<file path="src/rtl/ecall_service_unit.sv">
// ecall_service_unit: services CPU ecalls (halt, LED channel writes, print stream) and captures external interrupts.
// Build macro ECALL_PRINT_FIFO_EN: defined -> FIFO_DEPTH-entry print FIFO; undefined -> single print output register.
module ecall_service_unit #(
  parameter int WIDTH      = 32,
  parameter int LED_CH     = 4,
  parameter int FIFO_DEPTH = 4,
  parameter int NUM_IRQ    = 3,
  localparam int CW = $clog2(FIFO_DEPTH) + 1,
  localparam int IW = (NUM_IRQ > 1) ? $clog2(NUM_IRQ) : 1
) (
  input  logic                      clk,
  input  logic                      rst,
  input  logic                      ecall,
  input  logic [WIDTH-1:0]          r1,
  input  logic [WIDTH-1:0]          r2,
  input  logic [WIDTH-1:0]          r3,
  output logic [LED_CH*WIDTH-1:0]   led_data,
  output logic                      halt,
  output logic                      stall,
  output logic [WIDTH-1:0]          out_data,
  output logic                      out_valid,
  input  logic                      out_ready,
  output logic [CW-1:0]             fifo_count,
  input  logic [NUM_IRQ-1:0]        irq,
  output logic                      irq_req,
  output logic [IW-1:0]             irq_id,
  input  logic                      irq_ack
);

  localparam logic [WIDTH-1:0] CODE_PRINT = WIDTH'(8'h01);
  localparam logic [WIDTH-1:0] CODE_HALT  = WIDTH'(8'h0a);
  localparam logic [WIDTH-1:0] CODE_LED   = WIDTH'(8'h22);

  logic             ecall_ok;
  logic             full;
  logic             pop;
  logic             push;
  logic             led_wr;
  logic [CW-1:0]    count;
  logic [WIDTH-1:0] led [LED_CH];

  logic [NUM_IRQ-1:0] irq_q;
  logic [NUM_IRQ-1:0] irq_mask;
  logic [NUM_IRQ-1:0] pending;
  logic [NUM_IRQ-1:0] irq_edge;
  logic [NUM_IRQ-1:0] ack_clr;

  assign pop       = out_valid & out_ready;
  assign stall     = ecall & ~halt & (r1 == CODE_PRINT) & full & ~pop;
  assign ecall_ok  = ecall & ~halt & ~stall;
  assign push      = ecall_ok & (r1 == CODE_PRINT);
  assign led_wr    = ecall_ok & (r1 == CODE_LED) & (r3 < WIDTH'(LED_CH));
  assign out_valid = (count != '0);
  assign fifo_count = count;

  always_ff @(posedge clk) begin
    if (rst) begin
      halt <= 1'b0;
    end else if (ecall_ok && (r1 == CODE_HALT)) begin
      halt <= 1'b1;
    end
  end

  always_ff @(posedge clk) begin
    if (rst) begin
      for (int unsigned k = 0; k < LED_CH; k++) led[k] <= '0;
    end else if (led_wr) begin
      for (int unsigned k = 0; k < LED_CH; k++) begin
        if (r3 == WIDTH'(k)) led[k] <= r2;
      end
    end
  end

  always_comb begin
    led_data = '0;
    for (int unsigned k = 0; k < LED_CH; k++) led_data[k*WIDTH +: WIDTH] = led[k];
  end

`ifdef ECALL_PRINT_FIFO_EN
  localparam int PW = $clog2(FIFO_DEPTH);

  logic [WIDTH-1:0] mem [FIFO_DEPTH];
  logic [PW-1:0]    wp;
  logic [PW-1:0]    rp;

  assign full     = (count == CW'(FIFO_DEPTH));
  assign out_data = mem[rp];

  always_ff @(posedge clk) begin
    if (push) mem[wp] <= r2;
  end

  // Power-of-two depth lets the pointers wrap by natural overflow.
  always_ff @(posedge clk) begin
    if (rst) begin
      wp    <= '0;
      rp    <= '0;
      count <= '0;
    end else begin
      if (push) wp <= wp + PW'(1);
      if (pop)  rp <= rp + PW'(1);
      if (push && !pop)      count <= count + CW'(1);
      else if (pop && !push) count <= count - CW'(1);
    end
  end
`else
  logic [WIDTH-1:0] hold_q;

  assign full     = (count == CW'(1));
  assign out_data = hold_q;

  always_ff @(posedge clk) begin
    if (push) hold_q <= r2;
  end

  always_ff @(posedge clk) begin
    if (rst) begin
      count <= '0;
    end else if (push) begin
      count <= CW'(1);
    end else if (pop) begin
      count <= '0;
    end
  end
`endif

  // irq_mask holds the levels seen during reset so a line held high across reset is not taken as an edge.
  assign irq_edge = irq & ~irq_q & ~irq_mask;
  assign irq_req  = |pending;
  assign ack_clr  = (irq_req && irq_ack) ? (NUM_IRQ'(1) << irq_id) : '0;

  always_ff @(posedge clk) begin
    if (rst) begin
      irq_q    <= '0;
      irq_mask <= irq;
      pending  <= '0;
    end else begin
      irq_q    <= irq;
      irq_mask <= '0;
      pending  <= (pending & ~ack_clr) | irq_edge;
    end
  end

  always_comb begin
    logic found;
    found  = 1'b0;
    irq_id = '0;
    for (int unsigned i = 0; i < NUM_IRQ; i++) begin
      if (pending[i] && !found) begin
        irq_id = IW'(i);
        found  = 1'b1;
      end
    end
  end

endmodule

</file>
<file path="config.mk">
export PLATFORM = sky130hd
export DESIGN_NAME = ecall_service_unit
export DESIGN_NICKNAME = d
export VERILOG_FILES = /design/src/rtl/ecall_service_unit.sv
export SDC_FILE = /design/constraint.sdc
export NUM_CORES = 1
export LEC_CHECK = 0
export CELL_PAD_IN_SITES_DETAIL_PLACEMENT = 0
export CELL_PAD_IN_SITES_GLOBAL_PLACEMENT = 1
export CORE_MARGIN = 2
export CORE_UTILIZATION = 29
export CTS_BUF_LIST = sky130_fd_sc_hd__clkbuf_4 sky130_fd_sc_hd__clkbuf_8
export CTS_CLUSTER_DIAMETER = 40
export DETAILED_ROUTE_END_ITERATION = 8
export PLACE_DENSITY = 0.74
export SLEW_MARGIN = 25
export SYNTH_ARGS = -nofsm -noshare
export SYNTH_HDL_FRONTEND = slang
export SYNTH_SLANG_ARGS = --single-unit
</file>
<file path="constraint.sdc">
create_clock -name clk -period 6.2 [get_ports clk]
set_input_delay 0.62 -clock clk [delete_from_list [all_inputs] [get_ports clk]]
set_output_delay 0.62 -clock clk [all_outputs]
set_load 0.01 [all_outputs]
</file>
# Yosys cells after proc, flatten, opt, wreduce, memory -nomap -nowiden
# Memories as Yosys holds them, arrays and structs flattened.
# Index checks and enable logic that the tools add are counted.
# word_totals
regBits	43
ram_bits	128
in_bits	104
output_inout_bits	169
word_cells	76
mem_count	1
# memory_table
memory	words	width	rd	rd_clocked_by_memory_dff	write_ports	line_no	rtl
led	4	32	4	0	4	40	logic [WIDTH-1:0] led [LED_CH];
# classes
magnitude_cmp	1
eq_ne	6
shifts	1
mux	29
n_bitwise	23
n_reduce_logical	9
# op_table
op	n
$mux W32	4
$eq A32 B1 Y1 const B	2
$eq A32 B2 Y1 const B	2
$eq A32 B4 Y1 const B	1
$eq A32 B6 Y1 const B	1
$logic_not A32 Y1	1
$lt A32 B3 Y1 const B	1
$mux W1	23
$and A1 B1 Y1	9
$and A3 B3 Y3	3
$not A3 Y3	3
$logic_and A1 B1 Y1	4
$or A1 B1 Y1	4
$mux W3	1
$not A1 Y1	3
$or A3 B3 Y3	1
$reduce_or A3 Y1	1
$shl A1 B2 Y3 const A	1
$logic_not A1 Y1	2
$mux W2	1
$reduce_bool A2 Y1	1

# Depth between registers and ports, before layout
# Gate-level depths: netlist (run 1).
# logic_depth
word_depth	13
mapped_depth	6
depth_no_buf	4

# Worst setup path after synthesis (run 1)
# Ideal clock, no wire load.
# synth_timing
kind	in2reg
start	input r1[18]
end	memory led[1][0], enable pin
setup_ps	428
arrival_time_ps	3511
t_required_ps	5772
setup_slack_ps	2261
path_stages	6
n_path_buf	2
cell_sequence	or4_4 nor4_4 nand4_2 buf_6 buf_2 o21bai_1
# synth_lines
item	line_no	rtl
from (decl)	14	input logic [WIDTH-1:0] r1,
to (decl)	40	

==> flow_metrics.env, run 1 <==
export IMPL_status="finished, final reports clean"
export IMPL_die_w_microns=158
export IMPL_power_switching_mw=0.575
export IMPL_synth_warnings=0
export IMPL_min_path_type="reg2reg"
export IMPL_synth_area_leaders="edfxtp_1, nor3_2, nor3_1"
export IMPL_fp_coreArea_sq_mm=0.0234
export IMPL_first_pass_iters=4
export IMPL_portBuffers=270
export IMPL_numCtsBuffers=17
export IMPL_finalMaxSlewViolations=0
export IMPL_power_frac_seq=0.566
export IMPL_path_class="in2reg"
export IMPL_cts_tree="done"
export IMPL_first_global_vias=4931
export IMPL_drt_vias_per_instance=4.49
export IMPL_synthFlopType="edfxtp_1"
export IMPL_internal_power_mw=1.76
export IMPL_drc_errors=0
export IMPL_required_ps=6360
export IMPL_wl_mm=19.7
export IMPL_synth_seq_area_share=0.730
export IMPL_reg2reg_to="led[2][16]"
export IMPL_p_per_area_mw_per_mm2=224
export IMPL_fin_nets=797
export IMPL_setup_viol=0
export IMPL_async_flop_share=0
export IMPL_root_buffer="clkbuf_8"
export IMPL_ctsHoldBuffers=0
export IMPL_clkLatencyLatePin_ps=460
export IMPL_synth_edf_count=160
export IMPL_worst_ep_arrival_time_ps=3870
export IMPL_drive_gt1_frac=0.186
export IMPL_grt_overflow=0
export IMPL_clockPowerShare=0.322
export IMPL_grt_max_degree=81
export IMPL_gp_congestion=0.795
export IMPL_htree_levels=4
export IMPL_yosysTopAreaCell="edfxtp_1"
export IMPL_track_usage=0.160
export IMPL_finalSetupTns_ps=0
export IMPL_finalClockSkew_ps=22.5
export IMPL_p_leak_nw=3.20
export IMPL_dieArea_sq_mm=0.0250
export IMPL_synthCells=427
export IMPL_post_cts_buffers=0
export IMPL_min_from="irq_mask[1]"
export IMPL_vias=4603
export IMPL_final_common_cell="clkdlybuf4s50_1"
export IMPL_final_period_utilization=0.598
export IMPL_tightest_slew_ps=866
export IMPL_timing_slew_headroom=0.420
export IMPL_antenna_left=0
export IMPL_io_pins=273
export IMPL_slowest_stage="nand3b_2"
export IMPL_final_cell_mix="clkdlybuf4s50_1, edfxtp_1, nor3_2"
export IMPL_ctsResizeCount=0
export IMPL_start_util=0.294
export IMPL_r2r_slack_ps=3210
export IMPL_cp_max_fo=33
export IMPL_yosysTopAreaCellShare=0.698
export IMPL_swShare=0.246
export IMPL_routedWlPerCell_microns=19.3
export IMPL_rsz0062_at_grt="no"
export IMPL_clkTransAtPathRegs_ps=100
export IMPL_clk_path_buf_depth=2
export IMPL_crit_path_cell_trace="clkdlybuf4s50_1, or4b_4, nor4b_4, nand3b_2, o21bai_4, buf_16"
export IMPL_grt_pass1_wl_mm=29.0
export IMPL_r2r_start="halt"
export IMPL_worstHoldEndpoint="pending[1]"
export IMPL_holdWs_ps=515
export IMPL_hold_viol_final=0
export IMPL_dp_hpwl_mm=14.1
export IMPL_irDropWorstVdd_v=0.000104
export IMPL_drt_iter0_drc=214
export IMPL_rows=56
export IMPL_synthDistinctLibCells=36
export IMPL_syn_area_per_cell_sq_um=16.1
export IMPL_antenna_cells=0
export IMPL_cp_start_kind="input pin"
export IMPL_max_freq_mhz=270
export IMPL_ys_ff_latch=171
export IMPL_antenna_found_initial=0
export IMPL_crit_path_max_incr_delay_ps=760
export IMPL_r2r_cells=4
export IMPL_clkSinkCount=171
export IMPL_min_period_ps=3700
export IMPL_area_growth_pct=51.3
export IMPL_die_y_microns=158
export IMPL_synthesis_area_sq_mm=0.00688
export IMPL_holdPathStages=2
export IMPL_drv_cap=0
export IMPL_pwr_share_comb=0.112
export IMPL_endpoint_kind="flop"
export IMPL_report_power_total_mw=2.33
-- flip-flops by register name, summed over array words and instances (netlist names) --
name,cells
halt,1
pending,3
led,128
out_data,32
irq_q,3
fifo_count,1
irq_mask,3
-- Yosys cell counts (all sizes together) (2+ instances only) --
library cell / n
o21bai: 4
edfxtp: 160
or4: 2
dfxtp: 11
nor4b: 2
a22oi: 2
nor2b: 5
buf: 29
nor2: 7
nor3: 129
nor4: 13
or3: 2
nand2b: 35
and2: 3
and4: 3
nand3b: 2
clkbuf: 5
nand3: 2
a21oi: 2
-- routing by layer --
metal  up-vias  track usage  part of all wire
met5         -            0                 0
met4         0       0.0429             0.012
met3        15       0.0517             0.075
met2       191        0.288              0.53
met1      2243        0.182              0.38
li1       2154            -                 -
-- final cells by class --
type	count	area (sq um)
Fill cell	2134	13000
Clock buffer	18	248
Inverter	1	3.75
Multi-Input combinational cell	222	1720
Sequential cell	171	5020
Timing Repair Buffer	280	2900
Tap cell	319	399
Clock inverter	14	120
-- power by group through the flow --
stage	logic [mW]	clock network (mW)	registers [mW]
2_1_floorplan	0.0468	0	1.37
3_3_place_gp	0.252	0	1.35
3_5_place_dp	0.257	0	1.35
4_1_cts	0.258	0.768	1.32
5_1_grt	0.278	0.825	1.33
6_report	0.262	0.753	1.32
-- critical path, delay by kind of cell --
kind / cells / cell delay [ps]
AOI/OAI and AO/OA: 1 / 750
buffers and inverters: 2 / 730
and+or+nand+nor: 3 / 1740
-- logic make-up (layout without fill, tap and decap cells) --
kind of cell    after synthesis  after routing  share of synthesized area
other cells                   1              2                   0.000545
compound gates               10             10                    0.00964
buf+inv                      35            313                     0.0302
simple gates                210            210                      0.229
flops                       171            171                      0.730
-- how the worst max path moves through the flow --
stage / end / startpoint / slack [ps]
2_1_floorplan: led[1][0] / r1[18] / 2260
3_3_place_gp: led[3][2] / r1[22] / 1790
3_5_place_dp: led[3][5] / r1[22] / 1600
4_1_cts: led[3][31] / r1[22] / 2090
5_1_grt: led[2][30] / ecall / 2340
6_report: led[2][16] / ecall / 2500
-- stage by stage --
stage	util	std cells	setup slack, ps	area [sq um]
final	0.445	1025	2500	10400
after global placement	0.421	986	1790	9860
after detailed placement	0.423	988	1600	9900
after floorplan	-	428	2260	6890
after CTS	0.439	1020	2090	10300
after global routing	0.445	1025	2340	10400
Power figures use the tool's default switching activity.
==> run 2: changes to the inputs <==
Clock period 6.2 ns to 3.7 ns, I/O delays scaled along.
==> flow_metrics.env, run 2 (same netlist as run 1, synthesis figures left out) <==
export IMPL_crit_path_max_incr_delay_ps=550
export IMPL_clkLatencyLatePin_ps=470
export IMPL_final_common_cell="clkdlybuf4s50_1"
export IMPL_status="finished, final reports clean"
export IMPL_io_pins=273
export IMPL_routedWlPerCell_microns=19.4
export IMPL_irDropWorstVdd_v=0.000185
export IMPL_clkSinkCount=171
export IMPL_cts_tree="done"
export IMPL_fill_cells=2147
export IMPL_final_cell_mix="clkdlybuf4s50_1, edfxtp_1, nor3_2"
export IMPL_timing_slew_headroom=0.427
export IMPL_rsz0062_at_grt="no"
export IMPL_track_usage=0.161
export IMPL_root_buffer="clkbuf_8"
export IMPL_worst_ep_arrival_time_ps=2590
export IMPL_hold_viol_final=0
export IMPL_path_class="in2out"
export IMPL_required_ps=3330
export IMPL_top_register="led"
export IMPL_slowest_stage="clkdlybuf4s50_1"
export IMPL_cp_start_kind="input pin"
export IMPL_numCtsBuffers=17
export IMPL_antenna_found_initial=1
export IMPL_r2r_slack_ps=1700
export IMPL_gp_congestion=0.850
export IMPL_clkTransAtPathRegs_ps=100
export IMPL_finalClockSkew_ps=22.0
export IMPL_setup_viol=0
export IMPL_ctsResizeCount=0
export IMPL_wl_mm=20.0
export IMPL_grt_pass1_wl_mm=29.2
export IMPL_first_pass_iters=4
export IMPL_final_period_utilization=0.800
export IMPL_grt_max_degree=55
export IMPL_drv_cap=0
export IMPL_drt_vias_per_instance=4.53
export IMPL_finalSetupTns_ps=0
export IMPL_first_global_vias=4942
export IMPL_max_freq_mhz=338
export IMPL_min_period_ps=2960
export IMPL_p_leak_nw=3.20
export IMPL_cp_max_fo=3
export IMPL_ctsHoldBuffers=0
export IMPL_clk_path_buf_depth=2
export IMPL_min_path_type="in2reg"
export IMPL_htree_levels=4
export IMPL_finish_utilization=0.446
export IMPL_portBuffers=270
export IMPL_fin_nets=800
export IMPL_path_common_cell="clkdlybuf4s50_1"
export IMPL_area_growth_pct=51.5
export IMPL_dieArea_sq_mm=0.0250
export IMPL_place_inst=996
export IMPL_antenna_left=0
export IMPL_start_util=0.294
export IMPL_tightest_slew_ps=860
export IMPL_die_w_microns=158
export IMPL_drive_gt1_frac=0.189
export IMPL_largest_register_ffs=128
export IMPL_fp_coreArea_sq_mm=0.0234
export IMPL_drt_iter0_drc=263
export IMPL_grt_overflow=0
export IMPL_die_y_microns=158
export IMPL_p_per_area_mw_per_mm2=393
export IMPL_post_cts_buffers=0
export IMPL_endpoint_kind="primary output"
export IMPL_layout_cells_non_filler=1029
export IMPL_crit_path_cell_trace="clkdlybuf4s50_1, or4_4, nor4_4, nand3_1, nor2_1, clkdlybuf4s50_1"
export IMPL_drc_errors=0
export IMPL_finalMaxSlewViolations=0
export IMPL_dp_hpwl_mm=14.7
export IMPL_vias=4659
export IMPL_rows=56
[run 2: cell types whose count changed in the layout (fill, tap and decap cells not counted), sizes merged]
cell	previous run	this run
buf	11	14
clkinv	1	4
diode	0	1
bufinv	0	3
clkbuf	18	17
inv	14	9
[run 2: stage by stage]
stage	total power, mW	hold WS, ps	worst slack, ps	area, sq um
after floorplan	2.37	469	11.2	6890
after global placement	2.69	493	707	9990
after detailed placement	2.70	499	652	9990
after CTS	4.14	462	731	10400
after global routing	4.24	456	634	10400
final	4.10	494	741	10400
[run 2: worst paths after layout]
check,startpoint,to,depth (start not counted)
worst min-delay path,r2[23],out_data[23],1
worst min register to register,irq_mask[1],pending[1],2
worst max register to register,halt,led[2][11],4
worst max-delay path,r1[22],stall,6
[run 2: report_power, final]
part,total (mW),switching (mW),internal (mW),leakage [nW]
logic,0.434,0.183,0.251,1.38
clock network,1.45,0.751,0.697,0.226
registers,2.22,0.0326,2.18,1.59
[run 2: layout make-up]
cell class | count | area [sq um] | area share
diodes | 1 | 2.50 | 0.000240
clock buffers | 17 | 234 | 0.0224
clock inverters | 15 | 204 | 0.0196
inverters | 1 | 3.75 | 0.000360
multi-input cells | 222 | 1710 | 0.164
flip-flops and latches | 171 | 5020 | 0.482
well taps | 319 | 399 | 0.0383
repair buffers | 283 | 2850 | 0.273
[run 2: per-layer routing]
| metal | up-vias | global-route usage | wire [microns] |
|---|---|---|---|
| li1 | 2159 | - | - |
| met2 | 227 | 0.284 | 10300 |
| met4 | 0 | 0.0639 | 454 |
| met5 | - | 0 | 0 |
| met1 | 2246 | 0.182 | 7570 |
| met3 | 27 | 0.0498 | 1620 |
[run 2: worst max-delay path, delay by kind of cell]
| kind | cells | cell delay (ps) |
|---|---|---|
| simple gates | 4 | 1230 |
| buf+inv | 2 | 990 |
